$ cat src/rtl/numbers_sched.sv
// Slot-value scheduler: round-robin write arbiter feeding four per-slot registers, and a
// band decoder that selects one register for the shared numbers renderer.
// Optional macro NUMBERS_FRAME_SYNC_EN: writes reach the display only at frame edges.
module numbers_sched #(
  parameter int Y_OFF  = 80,
  parameter int BAND_H = 24
) (
  input  logic        clk,
  input  logic        reset,
  input  logic [9:0]  x_px,
  input  logic [9:0]  y_px,
  input  logic [3:0]  req,
  input  logic [63:0] wdata,
  output logic [3:0]  ack,
  output logic [15:0] var_out,
  output logic [1:0]  slot,
  output logic        slot_valid,
  output logic [3:0]  updated
);

  logic [15:0] r_pending [4];
  logic [15:0] r_active  [4];
  logic [1:0]  r_ptr;
  logic [3:0]  r_ack;
  logic [3:0]  r_updated;
  logic [15:0] r_var_out;
  logic [1:0]  r_slot;
  logic        r_slot_valid;

  logic [15:0] w_wslice [4];
  logic [3:0]  w_rot;
  logic [1:0]  w_off;
  logic        w_grant_valid;
  logic [1:0]  w_grant_idx;
  logic [3:0]  w_grant_oh;
  logic [3:0]  w_in_band;
  logic        w_slot_valid;
  logic [1:0]  w_slot_idx;

  genvar gi;
  generate
    for (gi = 0; gi < 4; gi++) begin : g_slot
      localparam logic [10:0] LO = 11'(Y_OFF + gi * BAND_H);
      localparam logic [10:0] HI = 11'(Y_OFF + (gi + 1) * BAND_H);
      assign w_wslice[gi]  = wdata[16*gi +: 16];
      assign w_in_band[gi] = ({1'b0, y_px} >= LO) && ({1'b0, y_px} < HI);
    end
  endgenerate

  // Rotate requests so bit 0 is the requester at the pointer; first set bit wins.
  assign w_rot = 4'({req, req} >> r_ptr);

  always_comb begin
    w_grant_valid = |w_rot;
    w_off         = 2'd0;
    if (w_rot[0])      w_off = 2'd0;
    else if (w_rot[1]) w_off = 2'd1;
    else if (w_rot[2]) w_off = 2'd2;
    else if (w_rot[3]) w_off = 2'd3;
  end

  assign w_grant_idx = r_ptr + w_off;
  assign w_grant_oh  = w_grant_valid ? (4'b0001 << w_grant_idx) : 4'b0000;

  always_comb begin
    w_slot_idx = 2'd0;
    for (int i = 3; i >= 0; i--) begin
      if (w_in_band[i]) w_slot_idx = 2'(i);
    end
  end
  assign w_slot_valid = |w_in_band;

  always_ff @(posedge clk) begin
    if (reset) begin
      r_ptr        <= 2'd0;
      r_ack        <= 4'b0000;
      r_var_out    <= 16'h0000;
      r_slot       <= 2'd0;
      r_slot_valid <= 1'b0;
      for (int i = 0; i < 4; i++) r_pending[i] <= 16'h0000;
    end else begin
      r_ack <= w_grant_oh;
      if (w_grant_valid) begin
        r_pending[w_grant_idx] <= w_wslice[w_grant_idx];
        r_ptr                  <= w_grant_idx + 2'd1;
      end
      // Display path samples the active value as it stood before this edge.
      r_slot_valid <= w_slot_valid;
      r_slot       <= w_slot_valid ? w_slot_idx : 2'd0;
      r_var_out    <= w_slot_valid ? r_active[w_slot_idx] : 16'h0000;
    end
  end

`ifdef NUMBERS_FRAME_SYNC_EN
  logic [3:0] r_dirty;
  logic       r_fe_prev;
  logic       w_fe_cond;
  logic       w_frame_edge;
  logic       w_unused_x;

  assign w_fe_cond    = (x_px == 10'd0) && (y_px == 10'd0);
  assign w_frame_edge = w_fe_cond && !r_fe_prev;
  assign w_unused_x   = 1'b0;

  always_ff @(posedge clk) begin
    if (reset) begin
      r_dirty   <= 4'b0000;
      r_fe_prev <= 1'b0;
      r_updated <= 4'b0000;
      for (int i = 0; i < 4; i++) r_active[i] <= 16'h0000;
    end else begin
      r_fe_prev <= w_fe_cond;
      r_updated <= w_frame_edge ? r_dirty : 4'b0000;
      // A grant in the edge cycle survives the clear and waits for the next frame.
      r_dirty   <= (w_frame_edge ? 4'b0000 : r_dirty) | w_grant_oh;
      for (int i = 0; i < 4; i++) begin
        if (w_frame_edge && r_dirty[i]) r_active[i] <= r_pending[i];
      end
    end
  end
`else
  logic w_unused_x;
  assign w_unused_x = ^x_px;

  always_ff @(posedge clk) begin
    if (reset) begin
      r_updated <= 4'b0000;
      for (int i = 0; i < 4; i++) r_active[i] <= 16'h0000;
    end else begin
      r_updated <= w_grant_oh;
      if (w_grant_valid) r_active[w_grant_idx] <= w_wslice[w_grant_idx];
    end
  end
`endif

  assign ack        = r_ack;
  assign updated    = r_updated;
  assign var_out    = r_var_out;
  assign slot       = r_slot;
  assign slot_valid = r_slot_valid;

endmodule

$ cat config.mk
export PLATFORM = sky130hd
export DESIGN_NAME = numbers_sched
export DESIGN_NICKNAME = d
export VERILOG_FILES = /design/src/rtl/numbers_sched.sv
export SDC_FILE = /design/constraint.sdc
export NUM_CORES = 1
export LEC_CHECK = 0
export BUFFER_PORTS_ARGS = -buffer_cell sky130_fd_sc_hd__buf_4
export CORE_MARGIN = 2
export CORE_UTILIZATION = 35
export CTS_CLUSTER_DIAMETER = 30
export CTS_CLUSTER_SIZE = 10
export DETAILED_ROUTE_END_ITERATION = 7
export PLACE_DENSITY_LB_ADDON = 0.2
export SLEW_MARGIN = 20
export SYNTH_ARGS = -nofsm -noshare
export SYNTH_HDL_FRONTEND = slang
export SYNTH_SLANG_ARGS = --single-unit
$ cat constraint.sdc
create_clock -name clk -period 13.9 [get_ports clk]
set_clock_uncertainty 0.2 [all_clocks]
set_input_delay 4.17 -clock clk [delete_from_list [all_inputs] [get_ports clk]]
set_output_delay 4.17 -clock clk [all_outputs]
set_load 0.005 [all_outputs]
==> flow_summary.yaml, run 1 <==
die:
  die-area_sq_um: 13500
  placementRows: 40
  io_pins: 117
  core_area_sq_um: 12200
  die_x_um: 116
  initial_core_util_pct: 36.2
  die_h_um: 116
global_routing:
  gr-total-overflow: 0
  grtUsageTotal_pct: 17.3
  grt_pass1_wl_um: 17300
  grt_max_degree: 33
  first_global_vias: 3249
  antenna_found_initial: 0
layout:
  seq_area_sq_um: 2420
  layout-drive-gt1-share_pct: 30.7
  synthToLayoutAreaGrowth_pct: 26.1
  nFillCells: 1174
  multi_input_area_sq_um: 1700
  finalInstanceArea_sq_um: 5560
  n_antenna_cell: 0
  finalNetCount: 572
placed_design:
  pre_cts_slack_ps: 6070
  hpwlAfterDp_um: 7380
  place_congestion: 0.758
  placed_area_sq_um: 5270
  numPortBuffers: 103
sta:
  slew_headroom_pct: 26.6
  setup_tns_ps: 0
  period_share_pct: 53.3
  tightest_slew_ps: 1100
  setup_viol: 0
  rsz0062_at_grt: "no"
  max_freq_ghz: 0.135
  drv_slew: 0
  setup_slack_ps: 6490
  finalCriticalPeriod_ps: 7410
  hold_viol_final: 0
clock_tree:
  cts_tree: "built"
  cts.clk_slew.worst_paths_ps: 60
  cts_hold_buf: 0
  clock-sinks: 89
  root_buffer: "clkbuf_16"
  ctsResizeCount: 0
  clk_path_buf_depth: 2
  htreeDepth: 3
  cts_buffers: 9
  postCtsSetupBuffers: 0
  clock_latency_ps: 340
power_and_ir_drop:
  net-switching-power_mw: 0.383
  p_per_area_nw_per_um2: 195
  seq_power_share_pct: 40.2
  power.internal_mw: 0.699
  p_sw_share_pct: 35.4
  clockPowerShare_pct: 21.9
  ir_drop_mv: 0.154
  p_leak_nw: 2.38
  pwr-share-comb_pct: 37.8
yosys:
  ys_top_cells_by_area: "edfxtp_1 (44%), dfxtp_1 (11%), mux2i_1 (7.3%), nor2_1 (5.5%), o221ai_2 (4.4%)"
  ys_top_cells_by_count: "nor2_1 (65), edfxtp_1 (64), inv_1 (34)"
  synthArstFlopShare_pct: 0
  synth_flop_cell: "edfxtp_1"
  yosysMostFrequentCell: "nor2_1"
  synth_seq_cells: 89
  postSynthCellCount: 395
  yosysSeqAreaShare_pct: 55.0
  avgSynthCellArea_sq_um: 11.2
  syn_nets: 486
  synth_cell_type_count: 52
  netlist_area_sq_um: 4410
  synth_top_area_cell: "edfxtp_1"
  synth_edf_count: 64
  yosysWarnings: 0
  synth_top_area_share_pct: 43.6
detailed_routing:
  drc: 0
  drtIter0Drc: 186
  vias: 3274
  via_per_inst: 5.01
  ant_nets: 0
  drt_wl_total_um: 11400
  dr.pass1.iters: 5
  wl_per_cell_um: 17.5
critical_path:
  path_class: "input pin to register"
  critPathMaxFanout: 18
  endpoint_kind: "register"
  start_kind: "input pin"
  cp_data_arrival_time_ps: 7170
  cp.required_ps: 13660
status:
  outcome: "completed"
min_path:
  hold_class: "register to register"
run:
  cap_viol_max_count: 0
[cells by family after synthesis]
family | share of synthesized area, %
flip-flops | 55.0
adder cells (fa/ha/maj) | 0.284
buffers and inverters | 6.79
multiplexers | 7.52
AND/OR/NAND/NOR | 13.4
XOR/XNOR | 0.596
AO/OA/AOI/OAI | 16.4
[routing by layer]
layer | vias to the layer above | part of all wire [%] | global-route usage [%]
met5 | - | 0 | 0
met4 | 0 | 1.2 | 6.19
met3 | 11 | 6.2 | 3.06
met2 | 105 | 49 | 29.4
met1 | 1551 | 44 | 22.3
li1 | 1607 | - | -
[final cells by class]
cell class | count | area share (%)
Inverter | 34 | 2.30
Clock inverter | 4 | 0.473
Multi-Input combinational cell | 240 | 30.6
Timing Repair Buffer | 107 | 14.4
Clock buffer | 12 | 4.79
Tap cell | 168 | 3.78
Sequential cell | 89 | 43.6
[cell usage in the layout (no fill, tap or decap), types with 2 or more instances in the layout]
cell type    n
a21oi_1     20
and3_1      17
buf_4      107
clkbuf_16    9
clkbuf_8     3
clkinv_2     2
dfxtp_1     25
edfxtp_1    64
inv_1       34
mux2i_1     32
nand2_1      6
nand3_1      3
nand3b_1     2
nor2_1      64
nor2_2       2
nor2b_1      6
nor3_1       3
nor4_1       2
o211ai_1    15
o21ai_0      4
o21bai_2     2
o221ai_1     3
o221ai_2    13
o22a_1      16
or2_2        2
or3_1        2
xnor2_1      2
[worst paths after layout]
check	from	to	slack, ps	cells after the start
worst max register to register	r_ptr[0]	r_active[1][13]	9890	9
worst max-delay path	req[0]	r_active[1][13]	6490	10
worst min register to register	r_active[1][11]	var_out[11]	460	3
worst min-delay path	r_active[1][11]	var_out[11]	460	3
[metrics by stage]
stage,hold slack (ps),cells,power (mW),utilization [%]
after floorplan,415,395,0.732,-
after global placement,443,638,0.848,43.3
after detailed placement,447,638,0.854,43.3
after CTS,462,654,1.09,45.7
after global routing,496,654,1.14,45.7
final,458,654,1.08,45.7
[power groups by stage]
stage	Clock [mW]	Combinational, mW	Sequential (mW)
floorplan	0	0.302	0.430
global placement	0	0.409	0.438
detailed placement	0	0.413	0.441
CTS	0.241	0.414	0.436
global route	0.252	0.446	0.444
finish	0.237	0.409	0.435
[registers in the layout, indices dropped and copies added (netlist names)]
register and count:
r_active 64, var_out 16, updated 4, r_ptr 2, slot 2, slot_valid 1
[critical path, cell delays in order]
cell	delay, ps
buf_4	140
nor2_1	50
a221oi_1	290
a31oi_1	70
a211o_1	290
ha_1	240
xnor2_1	190
a21oi_4	540
nor2_2	340
o21bai_2	850
No activity file was read; power rests on OpenSTA's default activity.
==> inputs of run 2 (changes only) <==
- ABC_AREA: not set -> 1
- clock period: 13.9 -> 6.4 ns (I/O delays scaled with it)
==> run 2 against run 1 <==
  * Clock power up 130%
  * Critical path depth is 2 higher
  * Routed wire length grew 6.4%
  * Cell count is 26% higher
  * Non-clock buffer count increased by 1
  * Critical endpoint is now r_active[1][8]
  * Largest cell class unchanged
  * Largest power group is now combinational logic
==> flow_summary.yaml, run 2 <==
status:
  outcome: "completed"
clock_tree:
  cts.clk_slew.worst_paths_ps: 60
  ctsResizeCount: 0
  htreeDepth: 3
  clock_latency_ps: 340
  cts_tree: "built"
  cts_hold_buf: 0
  root_buffer: "clkbuf_16"
  clock-sinks: 89
  cts_buffers: 9
  postCtsSetupBuffers: 0
  clk_path_buf_depth: 2
critical_path:
  path_class: "input pin to register"
  critPathBufInv: 2
  endpoint_kind: "register"
  reg2reg_depth: 12
  cpLargestDelayFamily: "simple AND/OR/NAND/NOR gates"
  critPathMostFrequentCell: "nand2_1"
  cp_data_arrival_time_ps: 4490
  cp_slowest_cell: "nand2_1"
  cp.required_ps: 6160
  critPathMaxFanout: 18
  crit_chain: "buf_4 -> nand2_1 -> nand3_1 -> nand2_1 -> nand3_1 -> a21boi_0 -> ha_2 -> xor2_4 -> inv_1 -> nand3_4 -> nand4_4 -> nand2_1"
  worst-path-stages: 12
  start_kind: "input pin"
  slowest_delay_ps: 680
yosys:
  synth-compound-area-share_pct: 7.54
  synth_top_area_share_pct: 40.2
  yosysWarnings: 0
  yosys.area_share.simple_pct: 29.4
  ys_top_cells_by_area: "edfxtp_1 (40%), dfxtp_1 (10%), nand2_1 (8.1%), inv_1 (7.1%), nand3_1 (6.2%)"
  syn_nets: 645
  synth_xor_xnor_area_share_pct: 0.576
  yosysSeqAreaShare_pct: 50.7
  synthArstFlopShare_pct: 0
  ys_top_cells_by_count: "nand2_1 (103), inv_1 (91), edfxtp_1 (64)"
  muxShareOfSynthArea_pct: 0
  synth_edf_count: 64
  synthAdderAreaFrac_pct: 0.262
  yosysMostFrequentCell: "nand2_1"
  avgSynthCellArea_sq_um: 8.63
  synth_flop_cell: "edfxtp_1"
  netlist_area_sq_um: 4780
  synth_top_area_cell: "edfxtp_1"
  postSynthCellCount: 554
  synth_top_family_by_area: "simple AND/OR/NAND/NOR gates"
  synth_cell_type_count: 31
  synth_seq_cells: 89
placed_design:
  place_congestion: 0.846
  placed_cells: 807
  numPortBuffers: 103
  hpwlAfterDp_um: 8540
  pre_cts_slack_ps: 1320
detailed_routing:
  via_per_inst: 4.78
  vias: 3930
  drc: 0
  dr.pass1.iters: 5
  drtIter0Drc: 220
  drt_wl_total_um: 12200
  wl_per_cell_um: 14.8
  ant_nets: 0
power_and_ir_drop:
  ir_drop_mv: 0.408
  p_leak_nw: 2.74
  p_per_area_nw_per_um2: 457
die:
  initial_core_util_pct: 36.0
  core_area_sq_um: 13300
  placementRows: 42
  io_pins: 117
  die-area_sq_um: 14600
  die_x_um: 121
  die_h_um: 121
global_routing:
  grt_pass1_wl_um: 19600
  grtUsageTotal_pct: 17.3
  antenna_found_initial: 0
  grtUsageMet1_pct: 20.6
  grt_busiest_layer: "met2"
  gr-total-overflow: 0
  grt_max_degree: 68
  first_global_vias: 4085
  met3_usage_pct: 2.49
  use_met2_pct: 31.1
min_path:
  min_path_cells: 2
  hold_class: "register to register"
sta:
  rsz0062_at_grt: "no"
  tightest_slew_ps: 736
  period_share_pct: 73.8
  hold_viol_final: 0
  setup_slack_ps: 1670
  setup_tns_ps: 0
  max_freq_ghz: 0.212
  hold_slack_ps: 411
  slew_headroom_pct: 50.8
  finalCriticalPeriod_ps: 4730
  setup_viol: 0
  drv_slew: 0
layout:
  synthToLayoutAreaGrowth_pct: 24.3
  nFillCells: 1293
  largest_reg_flops: 64
  n_antenna_cell: 0
  final_common_cell: "buf_4"
  top_register: "r_active"
  layout-drive-gt1-share_pct: 24.0
  instances_no_fill: 823
  finalNetCount: 733
  final_cell_mix: "buf_4 (108), nand2_1 (102), inv_1 (91)"
run:
  cap_viol_max_count: 0
[run 2: cell types whose count changed in the layout (fill, tap and decap cells not counted), moves of 6 or more]
cell | previous run | this run
mux2i_1 | 32 | 0
o21ai_0 | 4 | 33
nand2_1 | 6 | 102
a21oi_1 | 20 | 34
nor2_4 | 0 | 9
o221ai_2 | 13 | 0
nand3_1 | 3 | 59
o22a_1 | 16 | 0
o211ai_1 | 15 | 0
and3_1 | 17 | 0
inv_1 | 34 | 91
nand3b_1 | 2 | 33
nor2b_1 | 6 | 0
nor2_1 | 64 | 42
[run 2: cell families (layout without fill, tap and decap cells)]
kind of cell | Yosys count | count (layout)
simple gates | 265 | 265
buf+inv | 128 | 221
compound gates | 70 | 70
fa+ha+maj | 1 | 1
xor+xnor | 1 | 1
flops | 89 | 89
[run 2: path summary, 6_finish.rpt]
path,start,slack (ps),to
hold reg to reg,r_ptr[0],410,r_ptr[0]
hold / removal,r_ptr[0],410,r_ptr[0]
setup / recovery,req[1],1670,r_active[1][8]
setup reg to reg,r_ptr[0],2800,r_active[1][8]
[run 2: per-stage QoR]
step,utilization [%],power [mW],area [sq um]
final,44.7,2.72,5940
after global routing,44.7,2.92,5940
after CTS,44.7,2.75,5940
after global placement,42.4,2.18,5630
after floorplan,-,1.91,4780
after detailed placement,42.4,2.20,5630
[run 2: cell type report]
class / instances / area (sq um) / share of cell area (%)
inverter: 97 / 370 / 6.23
timing repair buffer: 108 / 811 / 13.6
multi-input combinational: 337 / 1810 / 30.5
tap: 176 / 220 / 3.70
clock inverter: 3 / 37.5 / 0.631
clock buffer: 13 / 270 / 4.55
sequential: 89 / 2420 / 40.7
[run 2: report_power, final]
| group | internal, mW | switching, mW |
|---|---|---|
| clock | 0.332 | 0.208 |
| combinational | 0.401 | 0.816 |
| sequential | 0.902 | 0.0592 |
[run 2: routing by layer]
layer  up-vias  routed length (um)
met5         -                   0
met3        18                 672
met4         0                 237
met1      1836                4900
met2       113                6370
li1       1963                   -
[run 2: worst register-to-register path: stages, from the launching register on]
cell      delay, ps
dfxtp_1         480
inv_2            90
nand2_1          90
nand3_1          70
nand2_1         140
nand3_1         100
a21boi_0        190
ha_2            260
xor2_4          220
inv_1           100
nand3_4         250
nand4_4         340
nand2_1         680
==> inputs of run 3 (changes only) <==
- clock period: 6.4 -> 4.78 ns (I/O delays scaled with it)
==> run 3 against run 2 <==
  * Sequential power up 33%
  * Register-to-register slack lost 1400 ps
  * Cell count rose by 0.73%
  * Total power grew 37%
  * Setup slack worse by 910 ps
  * Non-clock buffer count increased by 6
  * First-iteration DRC count grew 27%
  * Combinational power grew 38%
  * Core utilization increased by 0.35 points
  * Critical path type unchanged
  * Hold slack worse by 14 ps
  * Count of clock-buffer cells in the layout is 3 lower
  * Sequential share of layout area shrank 0.31 points
==> flow_summary.yaml, run 3 (synthesis results as in run 2) <==
critical_path:
  rrSetupSlack_ps: 1390
  timing.rr.end: "r_active[0][8]"
  endpoint_kind: "register"
  start_kind: "input pin"
  crit-reg2reg-launch: "r_ptr[1]"
  cp.required_ps: 4580
  reg2reg_depth: 12
  critPathMaxFanout: 19
  path_class: "input pin to register"
  cp_data_arrival_time_ps: 3810
  cp-startpoint: "req[1]"
layout:
  final_cell_mix: "buf_4 (114), nand2_1 (103), inv_1 (91)"
  utilization_pct: 45.1
  instances_no_fill: 829
  synthToLayoutAreaGrowth_pct: 25.3
  finalNetCount: 739
  final_common_cell: "buf_4"
  top_register: "r_active"
  n_antenna_cell: 0
  largest_reg_flops: 64
  nFillCells: 1340
  layout-drive-gt1-share_pct: 24.8
power_and_ir_drop:
  p_leak_nw: 2.77
  p_per_area_nw_per_um2: 621
  ir_drop_mv: 0.343
  finalPower_mw: 3.72
sta:
  hold_viol_final: 0
  setup_tns_ps: 0
  finalCriticalPeriod_ps: 4010
  tightest_slew_ps: 715
  rsz0062_at_grt: "no"
  setup_viol: 0
  drv_slew: 0
  slew_headroom_pct: 52.2
  hold_slack_ps: 397
  period_share_pct: 84.0
  max_freq_ghz: 0.249
die:
  die-area_sq_um: 14600
  placementRows: 42
  die_x_um: 121
  die_h_um: 121
  io_pins: 117
  core_area_sq_um: 13300
  initial_core_util_pct: 36.0
clock_tree:
  clk_path_buf_depth: 2
  cts_tree: "built"
  clock_latency_ps: 340
  ctsResizeCount: 0
  clock-sinks: 89
  htreeDepth: 3
  postCtsSetupBuffers: 0
  cts_hold_buf: 0
  cts.clk_slew.worst_paths_ps: 60
  root_buffer: "clkbuf_16"
  cts_buffers: 9
global_routing:
  grt_pass1_wl_um: 19500
  grt_max_degree: 43
  grtUsageTotal_pct: 17.5
  gr-total-overflow: 0
  antenna_found_initial: 0
  first_global_vias: 3973
placed_design:
  numPortBuffers: 103
  placed_cells: 813
  place_congestion: 0.823
  hpwlAfterDp_um: 8770
detailed_routing:
  drc: 0
  ant_nets: 0
  vias: 3944
  via_per_inst: 4.76
  drt_wl_total_um: 12400
  drtIter0Drc: 279
  dr.pass1.iters: 6
  wl_per_cell_um: 15.0
min_path:
  holdCritStartpoint: "r_ptr[0]"
  hold_path_end: "r_ptr[0]"
  hold_class: "register to register"
  min_path_cells: 2
status:
  outcome: "completed"
run:
  cap_viol_max_count: 0
## run 3: cell count changes in the layout (fill, tap and decap cells not counted)
cell	before	now
buf_4	108	114
clkbuf_8	3	0
clkinv_2	1	4
clkinv_1	2	0
bufinv_16	1	2
clkinvlp_4	0	1
nand2_1	102	103
nand2_2	5	4
## run 3: area by class of cell
cell class / instances / area (sq um) / share of cell area (%)
multi-input combinational: 337 / 1810 / 30.2
clock buffer: 10 / 229 / 3.82
sequential: 89 / 2420 / 40.4
clock inverter: 6 / 82.6 / 1.38
timing repair buffer: 114 / 856 / 14.3
tap: 176 / 220 / 3.68
inverter: 97 / 370 / 6.18
## run 3: worst max-delay path by stage
stage	endpoint	slack (ps)
finish	r_active[0][8]	770
global route	r_active[0][4]	530
CTS	r_active[0][8]	760
detailed placement	r_active[0][10]	390
global placement	r_active[0][10]	490
floorplan	r_active[3][0]	220
## run 3: layer usage
metal	routed length (um)	vias to the layer above	track usage, %
li1	-	1972	-
met5	0	-	0
met3	681	25	3.20
met1	4970	1813	20.4
met4	332	0	7.63
met2	6460	134	31.2
## run 3: worst max-delay path: stages
cell and delay (ps):
buf_4 110, nand2_1 80, nand3_1 80, nand2_1 150, nand3_1 80, a21boi_0 220, ha_2 270, xor2_4 220
inv_1 100, nand3_4 250, nand2_8 160, inv_6 110, nand2_8 140, nand2_2 370
## run 3: power breakdown
part / leakage (nW) / switching (mW) / internal, mW
sequential: 0.872 / 0.0783 / 1.21
combinational: 1.74 / 1.12 / 0.563
clock: 0.152 / 0.299 / 0.455
## run 3: stage by stage
stage | area, sq um | setup WS, ps
after global routing | 5990 | 533
final | 5990 | 766
after detailed placement | 5680 | 392
after global placement | 5680 | 490
after floorplan | 4780 | 223
after CTS | 5990 | 756
